### src/rtl/adt7420_pkg.sv
// Shared types and constants for the ADT7420 I2C responder.
// Latency: n/a (declarations only).
// Backpressure: n/a.
package adt7420_pkg;

    typedef enum logic [2:0] {
        IDLE,
        ADDR,
        ADDR_ACK,
        WR_DATA,
        WR_ACK,
        RD_DATA,
        RD_ACK,
        WAIT_STOP
    } state_t;

    localparam logic [6:0] ADT7420_ADDR = 7'h4B;

    localparam logic [7:0] TEMP_MSB = 8'h00;
    localparam logic [7:0] TEMP_LSB = 8'h01;
    localparam logic [7:0] CONFIG   = 8'h03;
    localparam logic [7:0] ID       = 8'h0B;
    localparam logic [7:0] ID_VALUE = 8'hCB;

    // Register file as seen by a read at the given pointer.
    function automatic logic [7:0] reg_read(input logic [7:0] ptr, input logic [15:0] snap);
        case (ptr)
            TEMP_MSB: reg_read = snap[15:8];
            TEMP_LSB: reg_read = snap[7:0];
            CONFIG:   reg_read = 8'h00;
            ID:       reg_read = ID_VALUE;
            default:  reg_read = 8'h00;
        endcase
    endfunction

endpackage

### src/rtl/i2c_bus_sync.sv
// Bus conditioning: SCL/SDA synchronizers, edge/START/STOP strobes, delayed SDA driver.
// Latency: 3 clocks pad-to-strobe consumption; sda_oe follows drv_i HOLD_CYCLES clocks after scl_fall.
// Backpressure: none; SCL low must exceed HOLD_CYCLES+4 clocks for the output to settle in time.
module i2c_bus_sync
    import adt7420_pkg::*;
#(
    parameter int HOLD_CYCLES = 30
) (
    input  logic clk_i,
    input  logic rst_i,
    input  logic scl_i,
    input  logic sda_i,
    input  logic drv_i,
    output logic sda_o,
    output logic scl_rise_o,
    output logic scl_fall_o,
    output logic start_o,
    output logic stop_o,
    output logic sda_oe_o
);

    localparam int CW = $clog2(HOLD_CYCLES + 1);

    logic          scl_s1_q, scl_s2_q, scl_h_q;
    logic          sda_s1_q, sda_s2_q, sda_h_q;
    logic [CW-1:0] cnt_q, cnt_d;
    logic          oe_q, oe_d;

    // Two-flop synchronizers plus one history flop; idle bus level is high.
    always_ff @(posedge clk_i or posedge rst_i) begin
        if (rst_i) begin
            scl_s1_q <= 1'b1;
            scl_s2_q <= 1'b1;
            scl_h_q  <= 1'b1;
            sda_s1_q <= 1'b1;
            sda_s2_q <= 1'b1;
            sda_h_q  <= 1'b1;
        end else begin
            scl_s1_q <= scl_i;
            scl_s2_q <= scl_s1_q;
            scl_h_q  <= scl_s2_q;
            sda_s1_q <= sda_i;
            sda_s2_q <= sda_s1_q;
            sda_h_q  <= sda_s2_q;
        end
    end

    assign sda_o      = sda_s2_q;
    assign scl_rise_o = scl_s2_q & ~scl_h_q;
    assign scl_fall_o = ~scl_s2_q & scl_h_q;
    assign start_o    = scl_s2_q & scl_h_q & sda_h_q & ~sda_s2_q;
    assign stop_o     = scl_s2_q & scl_h_q & ~sda_h_q & sda_s2_q;
    assign sda_oe_o   = oe_q;

    // Hold counter: each SCL fall re-arms it, expiry copies the FSM's wanted drive to the pad.
    always_comb begin
        cnt_d = cnt_q;
        oe_d  = oe_q;
        if (start_o || stop_o) begin
            cnt_d = '0;
            oe_d  = 1'b0;
        end else if (scl_fall_o) begin
            cnt_d = CW'(HOLD_CYCLES);
        end else if (cnt_q != '0) begin
            cnt_d = cnt_q - CW'(1);
            if (cnt_q == CW'(1)) begin
                oe_d = drv_i;
            end
        end
    end

    // Output register; reset releases SDA without waiting for a clock.
    always_ff @(posedge clk_i or posedge rst_i) begin
        if (rst_i) begin
            cnt_q <= '0;
            oe_q  <= 1'b0;
        end else begin
            cnt_q <= cnt_d;
            oe_q  <= oe_d;
        end
    end

endmodule

### src/rtl/adt7420_i2c_responder.sv
// ADT7420 I2C target emulation serving a snapshot of temp_value; ADT7420_RESP_POINTER_EN adds a register pointer.
// Latency: bus events act 3 clocks after the pad edge; SDA updates HOLD_CYCLES clocks after each SCL fall.
// Backpressure: none; the controller owns SCL, this target never stretches the clock.
module adt7420_i2c_responder
    import adt7420_pkg::*;
#(
    parameter logic [6:0] DEV_ADDR    = ADT7420_ADDR,
    parameter int         HOLD_CYCLES = 30
) (
    input  logic        clk_100MHz,
    input  logic        reset,
    input  logic        scl,
    input  logic        sda_in,
    output logic        sda_oe,
    input  logic [15:0] temp_value,
    output logic        busy,
    output logic        rd_done,
    output logic        ack_fail
);

    logic        scl_rise, scl_fall, start_det, stop_det, sda_s;
    state_t      state_q, state_d;
    logic [3:0]  bitcnt_q, bitcnt_d;
    logic [6:0]  shreg_q, shreg_d;
    logic        rw_q, rw_d;
    logic [15:0] snap_q, snap_d;
    logic [7:0]  ptr_q, ptr_d;
    logic        drv_q, drv_d;
    logic        busy_q, busy_d;
    logic        rd_done_q, rd_done_d;
    logic        ack_fail_q, ack_fail_d;
    logic [7:0]  rd_byte;

    i2c_bus_sync #(.HOLD_CYCLES(HOLD_CYCLES)) u_sync (
        .clk_i      (clk_100MHz),
        .rst_i      (reset),
        .scl_i      (scl),
        .sda_i      (sda_in),
        .drv_i      (drv_q),
        .sda_o      (sda_s),
        .scl_rise_o (scl_rise),
        .scl_fall_o (scl_fall),
        .start_o    (start_det),
        .stop_o     (stop_det),
        .sda_oe_o   (sda_oe)
    );

    // Without the pointer feature ptr only toggles between the two temperature bytes.
    assign rd_byte  = reg_read(ptr_q, snap_q);
    assign busy     = busy_q;
    assign rd_done  = rd_done_q;
    assign ack_fail = ack_fail_q;

`ifdef ADT7420_RESP_POINTER_EN
    logic first_q, first_d;

    // Marks the first write byte after an address match as the pointer byte.
    always_ff @(posedge clk_100MHz or posedge reset) begin
        if (reset) first_q <= 1'b0;
        else       first_q <= first_d;
    end
`endif

    // State register.
    always_ff @(posedge clk_100MHz or posedge reset) begin
        if (reset) begin
            state_q    <= IDLE;
            bitcnt_q   <= '0;
            shreg_q    <= '0;
            rw_q       <= 1'b0;
            snap_q     <= '0;
            ptr_q      <= TEMP_MSB;
            drv_q      <= 1'b0;
            busy_q     <= 1'b0;
            rd_done_q  <= 1'b0;
            ack_fail_q <= 1'b0;
        end else begin
            state_q    <= state_d;
            bitcnt_q   <= bitcnt_d;
            shreg_q    <= shreg_d;
            rw_q       <= rw_d;
            snap_q     <= snap_d;
            ptr_q      <= ptr_d;
            drv_q      <= drv_d;
            busy_q     <= busy_d;
            rd_done_q  <= rd_done_d;
            ack_fail_q <= ack_fail_d;
        end
    end

    // Protocol FSM: sample on SCL rise, choose next SDA drive on SCL fall; START/STOP win.
    always_comb begin
        state_d    = state_q;
        bitcnt_d   = bitcnt_q;
        shreg_d    = shreg_q;
        rw_d       = rw_q;
        snap_d     = snap_q;
        ptr_d      = ptr_q;
        drv_d      = drv_q;
        busy_d     = busy_q;
        rd_done_d  = 1'b0;
        ack_fail_d = 1'b0;
`ifdef ADT7420_RESP_POINTER_EN
        first_d    = first_q;
`endif
        if (start_det) begin
            state_d  = ADDR;
            bitcnt_d = '0;
            drv_d    = 1'b0;
        end else if (stop_det) begin
            state_d = IDLE;
            drv_d   = 1'b0;
            busy_d  = 1'b0;
        end else begin
            case (state_q)
                ADDR: begin
                    if (scl_rise) begin
                        shreg_d  = {shreg_q[5:0], sda_s};
                        bitcnt_d = bitcnt_q + 4'd1;
                        if (bitcnt_q == 4'd7) begin
                            if (shreg_q == DEV_ADDR) begin
                                state_d = ADDR_ACK;
                                rw_d    = sda_s;
                                snap_d  = temp_value;
                                busy_d  = 1'b1;
`ifdef ADT7420_RESP_POINTER_EN
                                first_d = 1'b1;
`else
                                ptr_d   = TEMP_MSB;
`endif
                            end else begin
                                state_d    = WAIT_STOP;
                                ack_fail_d = 1'b1;
                                busy_d     = 1'b0;
                            end
                        end
                    end
                end
                ADDR_ACK: begin
                    if (scl_fall) begin
                        if (bitcnt_q == 4'd8) begin
                            drv_d    = 1'b1;
                            bitcnt_d = 4'd9;
                        end else begin
                            bitcnt_d = '0;
                            if (rw_q) begin
                                state_d = RD_DATA;
                                drv_d   = ~rd_byte[7];
                            end else begin
                                state_d = WR_DATA;
                                drv_d   = 1'b0;
                            end
                        end
                    end
                end
                RD_DATA: begin
                    if (scl_rise) begin
                        bitcnt_d = bitcnt_q + 4'd1;
                    end else if (scl_fall) begin
                        if (bitcnt_q == 4'd8) begin
                            state_d = RD_ACK;
                            drv_d   = 1'b0;
                        end else begin
                            drv_d = ~rd_byte[~bitcnt_q[2:0]];
                        end
                    end
                end
                RD_ACK: begin
                    if (scl_rise && bitcnt_q == 4'd8) begin
`ifdef ADT7420_RESP_POINTER_EN
                        ptr_d = ptr_q + 8'd1;
`else
                        ptr_d = (ptr_q == TEMP_MSB) ? TEMP_LSB : TEMP_MSB;
`endif
                        if (sda_s) begin
                            state_d   = WAIT_STOP;
                            rd_done_d = 1'b1;
                        end else begin
                            bitcnt_d = 4'd9;
                        end
                    end else if (scl_fall && bitcnt_q == 4'd9) begin
                        state_d  = RD_DATA;
                        bitcnt_d = '0;
                        drv_d    = ~rd_byte[7];
                    end
                end
                WR_DATA: begin
                    if (scl_rise) begin
                        shreg_d  = {shreg_q[5:0], sda_s};
                        bitcnt_d = bitcnt_q + 4'd1;
                        if (bitcnt_q == 4'd7) begin
                            state_d = WR_ACK;
`ifdef ADT7420_RESP_POINTER_EN
                            if (first_q) begin
                                ptr_d   = {shreg_q, sda_s};
                                first_d = 1'b0;
                            end
`endif
                        end
                    end
                end
                WR_ACK: begin
                    if (scl_fall) begin
`ifdef ADT7420_RESP_POINTER_EN
                        if (bitcnt_q == 4'd8) begin
                            drv_d    = 1'b1;
                            bitcnt_d = 4'd9;
                        end else begin
                            state_d  = WR_DATA;
                            drv_d    = 1'b0;
                            bitcnt_d = '0;
                        end
`else
                        state_d = WAIT_STOP;
                        drv_d   = 1'b0;
`endif
                    end
                end
                default: begin
                    drv_d = 1'b0;
                end
            endcase
        end
    end

endmodule
### config.mk
export PLATFORM = sky130hd
export DESIGN_NAME = adt7420_i2c_responder
export DESIGN_NICKNAME = d
export VERILOG_FILES = /design/src/rtl/adt7420_pkg.sv /design/src/rtl/i2c_bus_sync.sv /design/src/rtl/adt7420_i2c_responder.sv
export SDC_FILE = /design/constraint.sdc
export NUM_CORES = 1
export LEC_CHECK = 0
export BUFFER_PORTS_ARGS = -buffer_cell sky130_fd_sc_hd__buf_4
export CAP_MARGIN = 20
export CORE_MARGIN = 3
export CORE_UTILIZATION = 64
export DETAILED_ROUTE_END_ITERATION = 16
export PLACE_DENSITY_LB_ADDON = 0.2
export SLEW_MARGIN = 10
export SYNTH_ARGS = -nofsm -noshare
export SYNTH_HDL_FRONTEND = slang
export SYNTH_SLANG_ARGS = --single-unit
### constraint.sdc
create_clock -name clk_100MHz -period 4.5 [get_ports clk_100MHz]
set_clock_uncertainty 0.05 [all_clocks]
set_input_delay 1.35 -clock clk_100MHz [delete_from_list [all_inputs] [get_ports clk_100MHz]]
set_output_delay 1.35 -clock clk_100MHz [all_outputs]
set_load 0.02 [all_outputs]
* Word level (Yosys, flattened, before mapping) *
Index checks and enable logic that the tools add are counted.

operators by class
  equal/unequal tests = 38
  reductions and logical operators = 24
  mux-type cells = 71
  add/sub/neg operators = 2
  bitwise gates (word level) = 16
  $lt $le $gt $ge = 1

operators with widths
  kind                  count
  $mux W3               17
  $ne A4 B2 Y1 const B  12
  $mux W1               33
  $mux W4               8
  $mux W8               4
  $pmux W8 S3           1
  $pmux W3 S6           1
  $pmux W8 S2           1
  $mux W5               3
  $reduce_and A7 Y1     2
  $reduce_and A13 Y1    1
  $pmux W4 S3           1
  $reduce_and A6 Y1     2
  $reduce_bool A2 Y1    6
  $eq A3 B3 Y1 const B  3
  $eq A4 B4 Y1 const B  2
  $eq A8 B1 Y1 const B  1
  $eq A8 B4 Y1 const B  1
  $logic_not A8 Y1      1
  $ne A2 B2 Y1 const B  4
  $ne A4 B3 Y1 const B  2
  $not A1 Y1            8
  $reduce_and A4 Y1     2
  $reduce_bool A8 Y1    1
  25 further kinds      35

storage, ports and cells
  word-level logic and storage cells = 170
  output and inout bits = 4
  flip-flop bits (word level) = 55

* Depth between registers and ports, before layout *
  word-level depth = 11
  gate-level depth with buffers = 9
  mapped depth without buffers = 7

* By module *
From an unflattened synthesis, not the netlist that was laid out.

unflattened totals
  cell total of the unflattened synthesis = 234
  area, all modules = 2620.0 um^2

by module, submodules not included
  module                 seq. area each (um^2)  times used  cells each  area an instance (um^2)
  adt7420_i2c_responder  900.9                  1           185         2075.7
  i2c_bus_sync           307.8                  1           49          544.3

* Worst setup path after synthesis *
No wires, ideal clock.

  path kind = register to register
  from = register bitcnt_q[0]
  to = register bitcnt_q[0]
  data arrival time = 2.069 ns
  library setup time = 0.125 ns
  cell stages (with the launch flop) = 10
  slack = 2.256 ns
  path buffers = 2
  required time = 4.325 ns
  cells stage by stage = dfrtp_1 clkbuf_1 inv_1 ha_1 and3b_1 clkbuf_1 a31oi_1 o31a_1 o21ai_1 mux2_2

on the way
  word-level cells in the longest chain between the ends = 6
  elaborated cells on any way between the ends = 15
  those cells by class = 1 x add/sub; 4 x eq/ne; 7 x mux; 3 x reduce/logical

ends and longest elaborated chain
  what                                                   line                         RTL
  start, declared                                        adt7420_i2c_responder.sv:23  logic [3:0] bitcnt_q, bitcnt_d;
  start signal, assigned                                 adt7420_i2c_responder.sv:79  bitcnt_q <= bitcnt_d;
  branches (longest 6 deep; another with $add A4 B1 Y4)  --

Parallel ways; which one is timed is not known. The select of a mux whose other input is x is not followed.
A chain may end at the register's enable or synchronous reset.

* Final worst setup path *
  from = register u_sync.scl_s2_q
  to = register snap_q[12]

on the way
  word-level cells in the longest chain between the ends = 5
  elaborated cells on any way between the ends = 9
  those cells by class = 8 x bitwise; 1 x reduce/logical

ends and longest elaborated chain
  what                                                  line                                    RTL
  start, declared                                       i2c_bus_sync.sv:24                      logic scl_s1_q, scl_s2_q, scl_h_q;
  start signal, assigned                                i2c_bus_sync.sv:40                      scl_s2_q <= scl_s1_q;
  $and A1 B1 Y1                                         i2c_bus_sync.sv:51, i2c_bus_sync.sv:52
  $and A1 B1 Y1, on equally long branches (2 in a row)  i2c_bus_sync.sv:51, i2c_bus_sync.sv:52
  $not A1 Y1 (no source line)                           --
  $reduce_and A6 Y1 (no source line) (*)                --
  end signal, assigned                                  adt7420_i2c_responder.sv:82             snap_q <= snap_d;
  end, declared                                         adt7420_i2c_responder.sv:26             logic [15:0] snap_q, snap_d;

Every way passes the cells marked *; elsewhere a longest branch is shown, timed or not.

==> out/qor.yml <==
numPortBuffers: 23
clkSinkCount: 48
final-hold-violation-count: 0
worst_pin_slew_ns: 0.928
synth_edf_count: 0
clkLatencyLatePin_ns: 0.29
overflow: 0
cts_hold_buf: 0
crit_path_start_kind: "flip-flop"
start_util: 0.694
rsz0062_at_grt: "no"
postSynthCellCount: 244
worstPathArrival_ns: 2.53
cts_tree: "built"
root_buffer: "clkbuf_8"
holdWs_ns: 0.310
cts_setup_buffers: 0
swShare: 0.360
yosysWarningCount: 0
drt_iter0_markers: 135
critical_path.max_fanout: 18
max_cap_violations: 0
clk_pin_slew_ns: 0.08
route.detailed.drc: 0
layout_common_cells: "42 x dfrtp_1, 23 x buf_4, 21 x mux2_2, 17 x nor2_1, 15 x nand2_1"
cts.path.max_buffers: 2
synth_nets: 270
via_count: 1907
hp-class: "reg2reg"
cellPowerDensity_nw_per_um2: 513
p_sw_uw: 539
cts_buffers: 5
rrSetupSlack_ns: 2.10
firstDrtPassIters: 4
min_period_ns: 2.40
syn_avg_cell_area_sq_um: 11.0
num_rows: 22
nets: 284
synth-seq-area-share: 0.452
gp_congestion: 0.856
cellLeakagePower_uw: 0.00134
grt_pass1_vias: 1802
core_sq_um: 3850
postSynth.asyncResetShare: 1.00
dieHeight_microns: 70.7
post_route_cells_drive_above_1_share: 0.274
p_int_uw: 958
synth_area_leaders: "dfrtp_1 39%, mux2_2 8.8%, dfstp_2 5.9%"
track_usage: 0.217
grt_pass1_wl_microns: 8690
placedCellCount: 299
clkPwrFrac: 0.197
htreeDepth: 2
grt_max_degree: 49
timing.max_slew.rel_slack: 0.380
ios: 24
synth_largest_area_cell: "dfrtp_1"
dp_hpwl_microns: 3630
yosys.cell_types.count: 53
peakVddDrop_mv: 0.284
crit_type: "reg2reg"
fmax_mhz: 417
antenna_found_initial: 0
wl_per_cell_microns: 16.1
wirelength_microns: 4950
final_cells: 307
syn_to_final_growth_pct: 9.17
synth_top_cell_area_share: 0.393
vias_per_cell: 6.21
status: "finished, final reports clean"
worst_setup_path_end_kind: "flip-flop"
fill_cells: 279
setup_tns_ns: 0
synthFlopType: "dfrtp_1"
cp.required_ns: 4.63
p_comb_frac: 0.351
die_x_microns: 70.7
ant_nets: 0
syn_area_sq_um: 2680
num_antenna_cells: 0
p_seq_frac: 0.452
die_area_sq_um: 4990
yosys_register_bits: 48
finalCritPeriodShare: 0.533
maxSlewViolCount: 0
setup_viol: 0
cts-resized-gates: 0
final_common_cell: "dfrtp_1"
==> metal layers <==
metal  part of all wire  global-route usage  up-vias
met2               0.48               0.345       79
met3              0.055              0.0469        8
met5                  0                   0        -
met4              0.013              0.0564        0
li1                   -                   -      905
met1               0.45               0.305      915
==> critical path, stage by stage (launching register included) <==
cell	delay (ns)
dfstp_2	0.62
nor2b_4	0.29
and3_1	0.42
nor3b_4	0.33
nand2_4	0.23
mux2_4	0.35
==> power by group through the flow <==
stage	Combinational, uW	Clock (uW)	Sequential (uW)
after floorplan	507	0	583
after global placement	509	0	672
after detailed placement	518	0	681
after CTS	523	303	671
after global routing	598	325	698
final	526	295	677
==> cells in the mapped netlist, drive strengths merged (3+ instances only) <==
master,instances
a211oi,4
clkbuf,8
nand3b,6
o22ai,3
ha,6
xnor2,3
nand2,16
buf,8
nor2b,3
inv,8
a31oi,4
dfrtp,42
nand3,5
dfstp,6
mux2,30
a21oi,13
nor3,3
o21ai,11
mux2i,9
nand2b,4
and2,3
nor2,17
==> sequential cells by signal, indices dropped and copies added, names as in the netlist <==
register	flops
ack_fail	1
bitcnt_q	4
busy	1
drv_q	1
ptr_q	1
rd_done	1
rw_q	1
shreg_q	7
snap_q	16
state_q	3
u_sync.cnt_q	5
u_sync.scl_h_q	1
u_sync.scl_s1_q	1
u_sync.scl_s2_q	1
u_sync.sda_h_q	1
u_sync.sda_o	1
u_sync.sda_oe_o	1
u_sync.sda_s1_q	1
==> path summary, 6_finish.rpt <==
kind	start	to	cells after the start
min in group asynchronous	reset	shreg_q[2]$_DFFE_PP0P_	2
max	u_sync.scl_s2_q$_DFF_PP1_	snap_q[12]$_DFFE_PP0P_	5
min reg2reg	u_sync.sda_s1_q$_DFF_PP1_	u_sync.sda_o$_DFF_PP1_	0
min	u_sync.sda_s1_q$_DFF_PP1_	u_sync.sda_o$_DFF_PP1_	0
max reg2reg	u_sync.scl_s2_q$_DFF_PP1_	snap_q[12]$_DFFE_PP0P_	5
max in group asynchronous	reset	drv_q$_DFFE_PP0P_	2
==> cell families after synthesis <==
group	after synthesis	synth area share
multiplexers	40	0.181
AND/OR/NAND/NOR	68	0.145
adder cells (fa/ha/maj)	6	0.0281
buffers and inverters	24	0.0468
flip-flops	48	0.452
AO/OA/AOI/OAI	54	0.134
XOR/XNOR	4	0.0131
==> stage by stage <==
stage	cell area, sq um	utilization	power (uW)	setup slack [ns]
CTS	2920	0.758	1500	2.11
global placement	2810	0.730	1180	2.19
detailed placement	2810	0.730	1200	2.14
floorplan	2680	-	1090	1.97
global route	2920	0.758	1620	1.98
finish	2920	0.758	1500	2.10
==> area by class of cell <==
| cell class | instances | area (sq um) | share of cell area |
|---|---|---|---|
| timing repair buffer | 23 | 173 | 0.0591 |
| clock inverter | 2 | 35.0 | 0.0120 |
| tap | 48 | 60.1 | 0.0206 |
| inverter | 8 | 30.0 | 0.0103 |
| sequential | 48 | 1210 | 0.414 |
| multi-input combinational | 172 | 1340 | 0.459 |
| clock buffer | 6 | 72.6 | 0.0249 |
Note: power is estimated with default switching activity, not from simulation.
